`src/rtl/img_pkg.sv`:
```
`default_nettype none
// +--------------------------------------------------------------------------+
// | img_pkg : shared widths, colour key default and clog2 helper             |
// | Rev 1.0                                                                  |
// +--------------------------------------------------------------------------+
package img_pkg;

  localparam int CLR_W = 12;
  localparam int X_W   = 10;
  localparam int Y_W   = 9;

  localparam logic [CLR_W-1:0] KEY_CLR_DEF = 12'h000;

  function automatic int clog2(input longint value);
    int w;
    w = 0;
    for (int i = 0; i < 62; i++) begin
      if ((longint'(1) << i) < value) begin
        w = i + 1;
      end
    end
    return w;
  endfunction

endpackage
`default_nettype wire

```
`src/rtl/img_delay_line.sv`:
```
`default_nettype none
// +--------------------------------------------------------------------------+
// | img_delay_line : DEPTH-stage shift register with async active-low clear  |
// | Rev 1.0                                                                  |
// +--------------------------------------------------------------------------+
module img_delay_line #(
  parameter int WIDTH = 1,
  parameter int DEPTH = 1
) (
  input  logic             clk,
  input  logic             rst_n,
  input  logic [WIDTH-1:0] d,
  output logic [WIDTH-1:0] q
);

  logic [WIDTH-1:0] r_sr [DEPTH];

  always_ff @(posedge clk or negedge rst_n) begin
    if (!rst_n) begin
      for (int i = 0; i < DEPTH; i++) begin
        r_sr[i] <= '0;
      end
    end else begin
      r_sr[0] <= d;
      for (int i = 1; i < DEPTH; i++) begin
        r_sr[i] <= r_sr[i-1];
      end
    end
  end

  assign q = r_sr[DEPTH-1];

endmodule
`default_nettype wire

```
`src/rtl/img_sprite_fetch.sv`:
```
`default_nettype none
// +--------------------------------------------------------------------------+
// | img_sprite_fetch : maps screen (x,y) onto a block-ROM image with origin, |
// | integer scaling and mirroring; aligns colour/hit with the ROM output.    |
// | Rev 1.0                                                                  |
// +--------------------------------------------------------------------------+
module img_sprite_fetch
  import img_pkg::*;
#(
  parameter int               IMG_W      = 320,
  parameter int               IMG_H      = 240,
  parameter int               CLR_W      = img_pkg::CLR_W,
  parameter int               ROM_LAT    = 1,
  parameter int               SCALE_LOG2 = 0,
  parameter logic [CLR_W-1:0] KEY_CLR    = KEY_CLR_DEF,
  localparam int              ADDR_W     = clog2(IMG_W * IMG_H)
) (
  input  logic              clk,
  input  logic              rst_n,
  input  logic [X_W-1:0]    x,
  input  logic [Y_W-1:0]    y,
  input  logic              pix_valid,
  input  logic              frame_start,
  input  logic [X_W-1:0]    org_x,
  input  logic [Y_W-1:0]    org_y,
  input  logic              mirror,
  output logic [ADDR_W-1:0] rom_addr,
  input  logic [CLR_W-1:0]  rom_data,
  output logic [CLR_W-1:0]  clr,
  output logic              clr_valid,
  output logic              hit
);

  localparam int REL_W     = X_W + 1;
  localparam int c_span_x  = IMG_W << SCALE_LOG2;
  localparam int c_span_y  = IMG_H << SCALE_LOG2;

  // Per-frame shadows
  logic [X_W-1:0] r_org_x;
  logic [Y_W-1:0] r_org_y;
  logic           r_mirror;

  always_ff @(posedge clk or negedge rst_n) begin
    if (!rst_n) begin
      r_org_x  <= '0;
      r_org_y  <= '0;
      r_mirror <= 1'b0;
    end else if (frame_start) begin
      r_org_x  <= org_x;
      r_org_y  <= org_y;
      r_mirror <= mirror;
    end
  end

  // Zero-extended subtraction; the top bit is the sign of the relative offset
  logic [REL_W-1:0] w_rel_x;
  logic [REL_W-1:0] w_rel_y;
  logic             w_inb;

  assign w_rel_x = {1'b0, x} - {1'b0, r_org_x};
  assign w_rel_y = {{(REL_W-Y_W){1'b0}}, y} - {{(REL_W-Y_W){1'b0}}, r_org_y};

  assign w_inb = !w_rel_x[REL_W-1] && (32'(w_rel_x[REL_W-2:0]) < c_span_x) &&
                 !w_rel_y[REL_W-1] && (32'(w_rel_y[REL_W-2:0]) < c_span_y);

  logic           r1_valid;
  logic           r1_inb;
  logic           r1_mirror;
  logic [X_W-1:0] r1_rel_x;
  logic [X_W-1:0] r1_rel_y;

  always_ff @(posedge clk or negedge rst_n) begin
    if (!rst_n) begin
      r1_valid  <= 1'b0;
      r1_inb    <= 1'b0;
      r1_mirror <= 1'b0;
      r1_rel_x  <= '0;
      r1_rel_y  <= '0;
    end else begin
      r1_valid  <= pix_valid;
      r1_inb    <= w_inb;
      r1_mirror <= r_mirror;
      r1_rel_x  <= w_rel_x[X_W-1:0];
      r1_rel_y  <= w_rel_y[X_W-1:0];
    end
  end

  logic [X_W-1:0]    w_ix;
  logic [X_W-1:0]    w_iy;
  logic [X_W-1:0]    w_ix_sel;
  logic [ADDR_W-1:0] w_addr;

  assign w_ix     = r1_rel_x >> SCALE_LOG2;
  assign w_iy     = r1_rel_y >> SCALE_LOG2;
  assign w_ix_sel = r1_mirror ? (X_W'(IMG_W - 1) - w_ix) : w_ix;
  assign w_addr   = ADDR_W'(w_iy) * ADDR_W'(IMG_W) + ADDR_W'(w_ix_sel);

  logic [ADDR_W-1:0] r_rom_addr;
  logic              r2_valid;
  logic              r2_inb;

  // Address only moves for visible in-bounds pixels to keep ROM inputs quiet
  always_ff @(posedge clk or negedge rst_n) begin
    if (!rst_n) begin
      r_rom_addr <= '0;
      r2_valid   <= 1'b0;
      r2_inb     <= 1'b0;
    end else begin
      r2_valid <= r1_valid;
      r2_inb   <= r1_valid && r1_inb;
      if (r1_valid && r1_inb) begin
        r_rom_addr <= w_addr;
      end
    end
  end

  logic [1:0] w_dq;

  img_delay_line #(
    .WIDTH (2),
    .DEPTH (ROM_LAT)
  ) u_flag_dly (
    .clk   (clk),
    .rst_n (rst_n),
    .d     ({r2_valid, r2_inb}),
    .q     (w_dq)
  );

  assign rom_addr  = r_rom_addr;
  assign clr_valid = w_dq[1];
  assign clr       = w_dq[0] ? rom_data : '0;
  assign hit       = w_dq[0] && (rom_data != KEY_CLR);

endmodule
`default_nettype wire

```
`config.mk`:
```
export PLATFORM = sky130hd
export DESIGN_NAME = img_sprite_fetch
export DESIGN_NICKNAME = d
export VERILOG_FILES = /design/src/rtl/img_pkg.sv /design/src/rtl/img_delay_line.sv /design/src/rtl/img_sprite_fetch.sv
export SDC_FILE = /design/constraint.sdc
export NUM_CORES = 1
export LEC_CHECK = 0
export CAP_MARGIN = 20
export CELL_PAD_IN_SITES_DETAIL_PLACEMENT = 2
export CELL_PAD_IN_SITES_GLOBAL_PLACEMENT = 2
export CORE_ASPECT_RATIO = 1.25
export CORE_MARGIN = 1
export CORE_UTILIZATION = 25
export CTS_BUF_LIST = sky130_fd_sc_hd__clkbuf_8 sky130_fd_sc_hd__clkbuf_16
export CTS_CLUSTER_DIAMETER = 100
export DETAILED_ROUTE_END_ITERATION = 6
export PLACE_DENSITY_LB_ADDON = 0.1
export SYNTH_ARGS = -nofsm -noshare
export SYNTH_HDL_FRONTEND = slang
export SYNTH_SLANG_ARGS = --single-unit
```
`constraint.sdc`:
```
create_clock -name clk -period 3.3 [get_ports clk]
set_clock_uncertainty 0.15 [all_clocks]
set_input_delay 0.66 -clock clk [delete_from_list [all_inputs] [get_ports clk]]
set_output_delay 0.66 -clock clk [all_outputs]
set_load 0.01 [all_outputs]
```
==> results.tsv <==
stage	metric	value	unit
outcome	failing checks	design-rule violations	
sta	Final Max Slew Viols	0	
clock_tree	root buffer cell	clkbuf_16	
sta	worst rel slew slack	36.2	%
layout	Fillers	1577	
grt	largest net degree at the start of global routing	37	
sta	Worst-Margin Slew	0.955	ns
place	dpl hpwl	7450	um
worst_setup_path	Largest stage delay, worst path	0.43	ns
grt	initial antenna violation count	0	
grt	total track usage	12.9	%
worst_setup_path	startpoint types	register	
detailed_routing	Met1 Wirelength	4050	um
worst_setup_path	Worst path slowest cell	dfrtp_1	
floorplanning	Die Ht	139	um
job	MaxCap Viol Count	0	
detailed_routing	DR vias	2981	
outcome	status	finished, violations left	
floorplanning	initial core utilization	25.8	%
floorplanning	Core ar.	0.0145	sq mm
layout	Post-layout nets	571	
worst_setup_path	Setup CP Type	reg -> reg	
synthesis	Mean Syn Cell Area	9.81	sq um
hold_path	Tightest Hold Check Type	reg -> reg	
worst_setup_path	critical path data required time	3.33	ns
clock_tree	insertion delay to the later sink of the worst-skew pair	0.33	ns
layout	ratio of cells with drive above 1 in the final layout	6.90	%
clock_tree	CTS Hold Bufs	0	
worst_setup_path	FF-to-FF path depth	10	
worst_setup_path	reg2reg end	rom_addr[16]$_DFFE_PN0P_	
hold_path	Hold Path End	u_flag_dly.q[1]$_DFF_PN0_	
hold_path	min-delay src	r2_valid$_DFF_PN0_	
clock_tree	total CTS buffers	9	
hold_path	Min-Delay Path Depth	0	
layout	n_diodes	0	
detailed_routing	antenna-violating nets left	0	
place	IO Port Bufs	85	
place	gpl congestion	0.732	
sta	Peak Freq	332	MHz
sta	setup ws final	0.289	ns
detailed_routing	Detail Route met3 WL	350	um
layout	Non-Filler Instances	656	
layout	Syn-to-layout area delta	38.0	%
clock_tree	htree depth	3	
power_and_ir_drop	maximum vdd drop	268	uV
worst_setup_path	Reg2Reg Setup Slack	0.29	ns
floorplanning	Die X	111	um
synthesis	cells after synthesis	381	
grt	first-pass GRT wire length	15800	um
clock_tree	Worst-path clk slew	0.06	ns
detailed_routing	WL met2	4690	um
floorplanning	row cnt	49	
synthesis	Seq/Total Area, Yosys	42.8	%
detailed_routing	post-detailed-route DRC marker count	20	
clock_tree	CTS tree	built	
layout	Register Area	0.00160	sq mm
synthesis	Synth Net Count	479	
detailed_routing	vias per inst	4.54	
sta	Hold Vio Cnt, Final	0	
grt	GRT Residual Overflow	0	
detailed_routing	drt total wl	9200	um
worst_setup_path	worst-path cell chain	ha_1 > ha_1 > fa_2 > a211oi_2 > nor2_1 > nor4_2 > nand4_1 > xnor2_1 > xnor2_1 > o21ai_1	
detailed_routing	drt initial violations	63	
synthesis	Cell variety after synth	43	
clock_tree	Sink Count	64	
worst_setup_path	Critical Path Fanout Max	3	
worst_setup_path	family with the most delay on the worst path	adder cells	
detailed_routing	top sig layer	met4	
worst_setup_path	Critical Path AT	3.04	ns
power_and_ir_drop	PD cells	743	mW/mm^2
power_and_ir_drop	Power Total	3830	uW
sta	RSZ-0062 raised after global routing	no	
place	dpl cells	639	
grt	vias in the first global route	3227	
detailed_routing	Pre-Repair DR Iteration Count	6	
sta	Tmin final	3.01	ns
clock_tree	maximum clock path buffer count	2	
layout	multi-input logic area	0.00198	sq mm
synthesis	Seq cells post-synth	64	
place	Placement Setup Slack	0.0770	ns
synthesis	synthesized area	0.00374	sq mm
synthesis	Warnings, synthesis	0	
sta	Setup violations, final	0	
worst_setup_path	Worst setup EP type	register	
sta	Tcrit/Tclk final	91.2	%
layout	final core utilization	35.6	%
worst_setup_path	WP buf/inv	0	
detailed_routing	WL/cell	14.0	um
power_and_ir_drop	Leak	0.00231	uW
worst_setup_path	reg2reg start	r1_rel_y[1]$_DFF_PN0_	
floorplanning	die area	0.0154	sq mm
floorplanning	I/O pin cnt	86	
sta	setup TNS	0	ns
-- routing by layer --
metal	up-vias	global-route usage, %
met5	-	0
li1	1483	-
met3	7	2.84
met1	1423	15.1
met4	0	4.27
met2	68	23.1
-- layout by cell type (no fill, tap or decap), types with 2 or more instances in the layout --
master,n
and2_1,12
bufinv_16,2
nand2_1,44
nor3b_1,2
o21ai_0,38
nor4b_1,2
buf_4,4
ha_1,39
dfrtp_1,64
o31a_1,2
clkbuf_16,9
a211oi_1,3
xor2_1,6
nor2_1,12
clkdlybuf4s50_1,84
nor2b_1,8
mux2_2,5
nand2b_1,2
o21a_1,3
clkinvlp_4,2
a21o_1,10
a21oi_1,12
o21ai_1,10
xnor2_1,25
inv_1,36
o211ai_1,2
nand3_1,4
a31oi_1,2
fa_1,3
nor4_1,4
nor3_1,5
-- final cells by class --
type / count / area share, %
inverters: 35 / 2.55
multi-input cells: 273 / 38.5
repair buffers: 90 / 17.4
flip-flops and latches: 64 / 31.1
well taps: 178 / 4.32
clock inverters: 6 / 1.63
clock buffers: 10 / 4.63
-- sequential cells by signal, indices dropped and copies added, names as in the netlist, 2 cells and up --
name and cells:
r_org_x 10, r1_rel_y 10, r1_rel_x 10, rom_addr 17
u_flag_dly.q 2, r_org_y 9
-- kinds of logic (layout without fill, tap and decap cells) --
kind of cell,Yosys count,count (layout),synth area share (%)
XOR/XNOR,32,32,7.50
AO/OA/AOI/OAI,90,90,14.5
multiplexers,5,5,1.51
buffers and inverters,44,141,4.55
adder cells (fa/ha/maj),43,43,15.2
AND/OR/NAND/NOR,103,103,13.9
flip-flops,64,64,42.8
-- power breakdown --
part	leakage (uW)	total (uW)	switching, uW	internal [uW]
clock	0.000156	1030	353	677
combinational	0.00137	1740	872	867
sequential	0.000782	1060	99.8	962
total	0.00231	3830	1320	2510
-- metrics by stage --
step | hold WS (ns) | cell area (sq um)
detailed placement | 0.189 | 4810
global placement | 0.186 | 4810
floorplan | 0.181 | 3740
global route | 0.218 | 5160
CTS | 0.202 | 5130
finish | 0.200 | 5160
-- worst register-to-register path, cell delays in order, from the launching register on --
cell,delay (ns)
dfrtp_1,0.43
ha_1,0.32
ha_1,0.25
fa_2,0.40
a211oi_2,0.27
nor2_1,0.10
nor4_2,0.34
nand4_1,0.17
xnor2_1,0.22
xnor2_1,0.14
o21ai_1,0.07
-- synth_stat cells --
library cell	n	area (sq um)
mux2_2	5	56.3
o311ai_1	1	8.76
a211o_1	1	8.76
a31oi_1	2	12.5
and3_1	1	6.26
nand3_1	4	20.0
xor2_1	7	61.3
a21o_1	10	75.1
nor4_1	5	31.3
nor4b_1	2	17.5
o211ai_1	2	15.0
dfrtp_1	64	1600
nor2_1	12	45.0
xnor2_1	25	219
o2111ai_1	1	8.76
and3b_1	1	8.76
a21boi_1	1	7.51
a211oi_1	3	22.5
o21ai_1	10	50.1
a211oi_2	1	12.5
o21ai_0	38	190
nor3b_1	2	15.0
a2111oi_0	1	8.76
or3b_1	1	8.76
nand2b_1	2	12.5
or3b_4	1	11.3
a21oi_1	12	60.1
nand2_1	44	165
o2111ai_2	1	15.0
fa_1	4	80.1
nand3b_1	1	7.51
o21a_1	3	22.5
o21bai_1	1	7.51
dlygate4sd1_1	1	8.76
ha_1	39	488
and2_1	12	75.1
nor3_1	5	25.0
inv_1	35	131
nor2b_1	8	50.1
o31a_1	2	17.5
nand4_1	1	6.26
clkbuf_1	8	30.0
or4b_4	1	13.8
-- repair_timing --
action / in CTS / in global routing
resized for setup: 0 / 3
buffers inserted: 0 / 1
setup endpoints to repair: 0 / 1
-- how the worst max path moves through the flow --
stage                                startpoint                  endpoint  slack (ns)  cells past startpoint
after global routing      r1_rel_y[1]$_DFF_PN0_  rom_addr[16]$_DFFE_PN0P_        0.06                     10
after floorplan           r1_rel_y[1]$_DFF_PN0_  rom_addr[16]$_DFFE_PN0P_        0.49                     10
final                     r1_rel_y[1]$_DFF_PN0_  rom_addr[16]$_DFFE_PN0P_        0.29                     10
after CTS                 r1_rel_y[1]$_DFF_PN0_  rom_addr[16]$_DFFE_PN0P_        0.10                     10
after detailed placement                   x[0]          r1_inb$_DFF_PN0_        0.08                     12
after global placement                     x[0]          r1_inb$_DFF_PN0_        0.08                     12
(Power assumes the default switching activity.)
==> RTL change 1: new RTL, config.mk and constraints unchanged <==
`IMG_H`: 240 -> 120.
--- a/src/rtl/img_sprite_fetch.sv
+++ b/src/rtl/img_sprite_fetch.sv
@@ -10,3 +10,3 @@
   parameter int               IMG_W      = 320,
-  parameter int               IMG_H      = 240,
+  parameter int               IMG_H      = 120,
   parameter int               CLR_W      = img_pkg::CLR_W,
Interface: changed (resized rom_addr); port bits go from 86 to 85. The function was not compared with the original's and may differ.
==> RTL change 1 against the original RTL <==
- clock power is 4% lower
- worst setup slack better by 0.14 ns
- largest power group unchanged
- wire length is 2.8% higher
- critical endpoint is now r1_inb
- synthesized area is 1.5% lower
- count of clock-buffer cells in the layout is 1 lower
- total power is 8.0% lower
- utilization is 0.60 points lower
- final cell count is 2.6% lower
- sequential share of layout area is 0.17 points higher
- highest routed layer unchanged
- die area is 1.5% lower
- hold slack worse by 0.037 ns
- sequential cell count is 1 lower
- design area is 2.1% lower
==> RTL change 1: results (changes against the original RTL) <==
TritonRoute pass-1 iters: 3 (-3)
R2R setup slack: 0.62 ns (+0.33 ns)
Worst Setup SP: x[0]
Share of synthesized flip-flops with an asynchronous set or reset: 100% (unchanged)
Worst R2R End: rom_addr[15]
Syn nets: 463 (-3.3%)
Crit path DAT: 2.97 ns (-0.07 ns)
Worst VDD drop: 0.231 mV (-14%)
Leak pwr: 2.22 nW (-3.8%)
Initial antenna violation count: 0 (unchanged)
CTS H-Tree Depth: 3 (unchanged)
Top cells by count, synth: dfrtp_1, o21ai_0, nand2_1
First-pass GRT wire length: 15900 um (+0.83%)
Via count: 2938 (-1.4%)
Max reg flops: 16 (-1)
Vias in the first global route: 3283 (+1.7%)
Final nets: 552 (-3.3%)
Worst r2r path cells: 9 (-1)
CP endpoint: r1_inb
CP max FO: 2 (-1)
# diodes: 0 (unchanged)
Max Used Layer: met4
Yosys warnings: 0 (unchanged)
Ranking of synthesized cells by area: dfrtp_1, ha_1, xnor2_1
Slew at the pin with the worst max-slew slack: 0.878 ns (-0.0763 ns)
Net Sw Frac: 35.1% (+0.52 points)
Pin count of the biggest net entering global routing: 64 (+73%)
Worst-path clk slew: 0.06 ns (about the same)
Placer congestion estimate: 0.779 (+6.4%)
Reg power frac: 29.4% (+1.7 points)
Unique masters post-synth: 44 (+2.3%)
Filler cell count: 1589 (+0.76%)
Root Buffer: clkbuf_16
Register area share after synthesis: 42.8% (about the same)
Setup_tns: 0 ns (unchanged)
WL met1: 4200 um (+3.8%)
DR WL met3: 275 um (-21%)
Dpl ws: 0.0619 ns (-0.0151 ns)
Peak Freq: 0.348 GHz (+4.7%)
Metal2 WL: 4780 um (+2.0%)
Port buffer count: 84 (-1.2%)
Clock latency on the worst-skew pair: 0.34 ns
Clk power: 0.985 mW (-4%)
Total track usage: 13.3% (+0.44 points)
Worst min-delay path class: input port to asynchronous set/reset pin
Setup bufs post-CTS: 0 (unchanged)
CTS Buf Count: 9 (unchanged)
Routed len/inst: 14.8 um (+5.5%)
Crit Reg-Reg Startpoint: r1_rel_y[1]
Status: complete, no violations
CTS resizes: 0 (unchanged)
DR iter-0 viols: 27 (-57%)
DP Wirelength: 7400 um (-0.74%)
CTS Buffer Depth: 2 (unchanged)
Layout cells sized above 1: 6.94% (+0.038 points)
RTL change 1: layer usage:
metal / vias up / global-route usage [%]
met5: - / 0
li1: 1448 / -
met1: 1404 / 14.9
met2: 73 / 24.7
met4: 0 / 6.44
met3: 13 / 1.94
RTL change 1: cell type report:
cell class                      instances  area (um^2)  share of cell area (%)
Clock buffer                            9          225                    4.46
Timing Repair Buffer                   88          878                    17.4
Tap cell                              178          223                    4.41
Clock inverter                          7         80.1                    1.59
Inverter                               29          109                    2.16
Multi-Input combinational cell        265         1960                    38.8
Sequential cell                        63         1580                    31.2
RTL change 1: worst max-delay path, stage by stage:
cell	delay, ns
clkdlybuf4s50_1	0.40
inv_1	0.06
ha_1	0.16
inv_1	0.06
fa_1	0.40
a21o_1	0.22
a221oi_2	0.31
o21ai_1	0.17
xor2_1	0.18
o21a_1	0.13
nor4_2	0.24
RTL change 1: cell families (layout without fill, tap and decap cells):
family                   Yosys count  in the layout  synth area share [%]
multiplexers                       5              5                  1.53
flip-flops                        63             63                  42.8
AND/OR/NAND/NOR                   87             87                  11.7
XOR/XNOR                          33             33                  7.85
AO/OA/AOI/OAI                     99             99                  17.3
adder cells (fa/ha/maj)           41             41                  14.7
buffers and inverters             39            133                  4.01
RTL change 1: through the flow:
step / hold slack (ns) / power [mW] / utilization, % / std cells / cell area, um^2
final: 0.163 / 3.53 / 35.0 / 639 / 5050
after global routing: 0.203 / 3.80 / 35.0 / 639 / 5050
after CTS: 0.192 / 3.61 / 35.0 / 639 / 5050
after detailed placement: 0.186 / 2.58 / 32.9 / 623 / 4740
after global placement: 0.184 / 2.53 / 32.9 / 623 / 4740
after floorplan: 0.181 / 2.05 / - / 367 / 3680
==> RTL change 2: new RTL, same settings <==
Without the edit above. Register the output `clr_valid`, without a reset; this adds one clock of latency there. The other outputs are not delayed to match.
--- a/src/rtl/img_sprite_fetch.sv
+++ b/src/rtl/img_sprite_fetch.sv
@@ -129,3 +129,5 @@
   assign rom_addr  = r_rom_addr;
-  assign clr_valid = w_dq[1];
+  always_ff @(posedge clk) begin
+    clr_valid <= w_dq[1];
+  end
   assign clr       = w_dq[0] ? rom_data : '0;
Check against the original RTL: not equivalent (a bounded check fails within 4 cycles, from zero or initial values and one cycle with rst_n low).
==> RTL change 2 against the original RTL <==
- the flow still finishes with violations (DRC)
- global-route usage grew 0.75 points
- synthesized area grew 0.54%
- synthesized cell count grew 0.26%
- highest routed layer unchanged
- hold slack lost 0.021 ns
- critical path type unchanged
- maximum frequency shrank 1.0%
- total power grew 0.55%
- worst setup slack lost 0.031 ns
- sequential cell count grew 1
- wire length grew 5.3%
- final cell count grew 0.15%
- design area is essentially flat
==> RTL change 2: results (changes against the original RTL) <==
Status: finished, violations left
Failing checks: DRC
Root Buffer: clkbuf_16
Placer congestion estimate: 0.740 (+1.0%)
Placed cells: 641 (+0.31%)
Via count: 3008 (+0.91%)
Hold_ws: 0.179 ns (-0.0209 ns)
Max reg flops: 17 (unchanged)
Total track usage: 13.6% (+0.75 points)
R2R setup slack: 0.26 ns (-0.03 ns)
Slew HR: 35.3% (-0.87 points)
Worst VDD drop: 0.257 mV (-4.0%)
Layout cells sized above 1: 6.68% (-0.22 points)
Yosys warnings: 0 (unchanged)
CP max FO: 3 (unchanged)
Pin count of the biggest net entering global routing: 65 (+76%)
Ranking of synthesized cells by area: dfrtp_1, ha_1, xnor2_1
Register area share after synthesis: 43.1% (+0.30 points)
Final nets: 572 (+0.18%)
Met3 Track Usage GR: 3.15% (+0.31 points)
Met1 Usage GRT: 16.2% (+1.1 points)
Worst min-delay path class: input port to asynchronous set/reset pin
Routed len/inst: 14.7 um (+5.1%)
TritonRoute pass-1 iters: 6 (unchanged)
Via density: 4.58 (+0.75%)
Slowest CP cell: fa_1
Setup bufs post-CTS: 0 (unchanged)
Share of synthesized flip-flops with an asynchronous set or reset: 98.5% (-1.5 points)
Leak pwr: 2.33 nW (+0.56%)
Syn nets: 480 (+0.21%)
Clock network power share: 27.0% (about the same)
Crit path DAT: 3.07 ns (+0.03 ns)
DR iter-0 viols: 59 (-6.3%)
Net Sw Power: 1.37 mW (+3.2%)
Gr busiest metal: met2
CP delay by family, top: adder cells
Unique masters post-synth: 44 (+2.3%)
DP Wirelength: 7570 um (+1.6%)
Vias in the first global route: 3331 (+3.2%)
Met2 Resource Use GR: 23.8% (+0.71 points)
First-pass GRT wire length: 16700 um (+6.2%)
Metal2 WL: 4940 um (+5.4%)
DRC viols: 8 (-60%)
Final Setup Violations: 0 (unchanged)
Cell Pwr Density: 746 nW/um^2 (+0.45%)
Crit Reg-Reg Startpoint: r1_rel_y[1]
Critical path's largest stage delay: 0.45 ns (+0.02 ns)
Filler cell count: 1581 (+0.25%)
DR WL met3: 436 um (+25%)
Mapped Cells: 382 (+0.26%)
Reg power frac: 27.9% (+0.2 points)
WL met1: 4160 um (+2.8%)
## RTL change 2: changes by cell type in the layout (fill, tap and decap cells not counted), sizes merged
cell and delta:
clkinv +3, clkbuf -1, dfxtp +1, clkinvlp -2
## RTL change 2: kinds of logic after synthesis
| kind of cell | synth area share [%] |
|---|---|
| muxes | 1.50 |
| adders and majority gates | 15.1 |
| and+or+nand+nor | 13.8 |
| buffers and inverters | 4.53 |
| DFF | 43.1 |
| xor gates and xnor gates | 7.46 |
| AOI/OAI and AO/OA | 14.4 |
## RTL change 2: final cells by class
cell class	count	area share, %
flip-flops and latches	65	31.4
multi-input cells	273	38.2
inverters	35	2.54
repair buffers	90	17.4
well taps	178	4.31
clock buffers	9	4.36
clock inverters	7	1.79
## RTL change 2: per-stage QoR
stage | setup WS, ns | util [%] | instance area, um^2 | TNS (ns)
floorplan | 0.494 | - | 3760 | 0
global placement | 0.101 | 33.3 | 4840 | 0
detailed placement | 0.0794 | 33.3 | 4840 | 0
CTS | 0.177 | 35.5 | 5160 | 0
global route | -0.00327 | 35.5 | 5160 | -0.00327
finish | 0.258 | 35.5 | 5160 | 0
## RTL change 2: how the worst max path moves through the flow
stage | start | to | slack (ns) | depth (start not counted)
3_3_place_gp | x[0] | r1_inb | 0.10 | 12
5_1_grt | r1_rel_y[1] | rom_addr[16] | -0.003 | 10
6_report | r1_rel_y[1] | rom_addr[16] | 0.26 | 10
2_1_floorplan | r1_rel_y[1] | rom_addr[16] | 0.49 | 10
3_5_place_dp | y[0] | r1_inb | 0.08 | 11
4_1_cts | r1_rel_y[1] | rom_addr[16] | 0.18 | 10
## RTL change 2: timing repair
action                                 in CTS  in global routing
endpoints found under the hold margin       0                  0
setup endpoints to repair                   0                  1
gates resized for setup                     0                  1
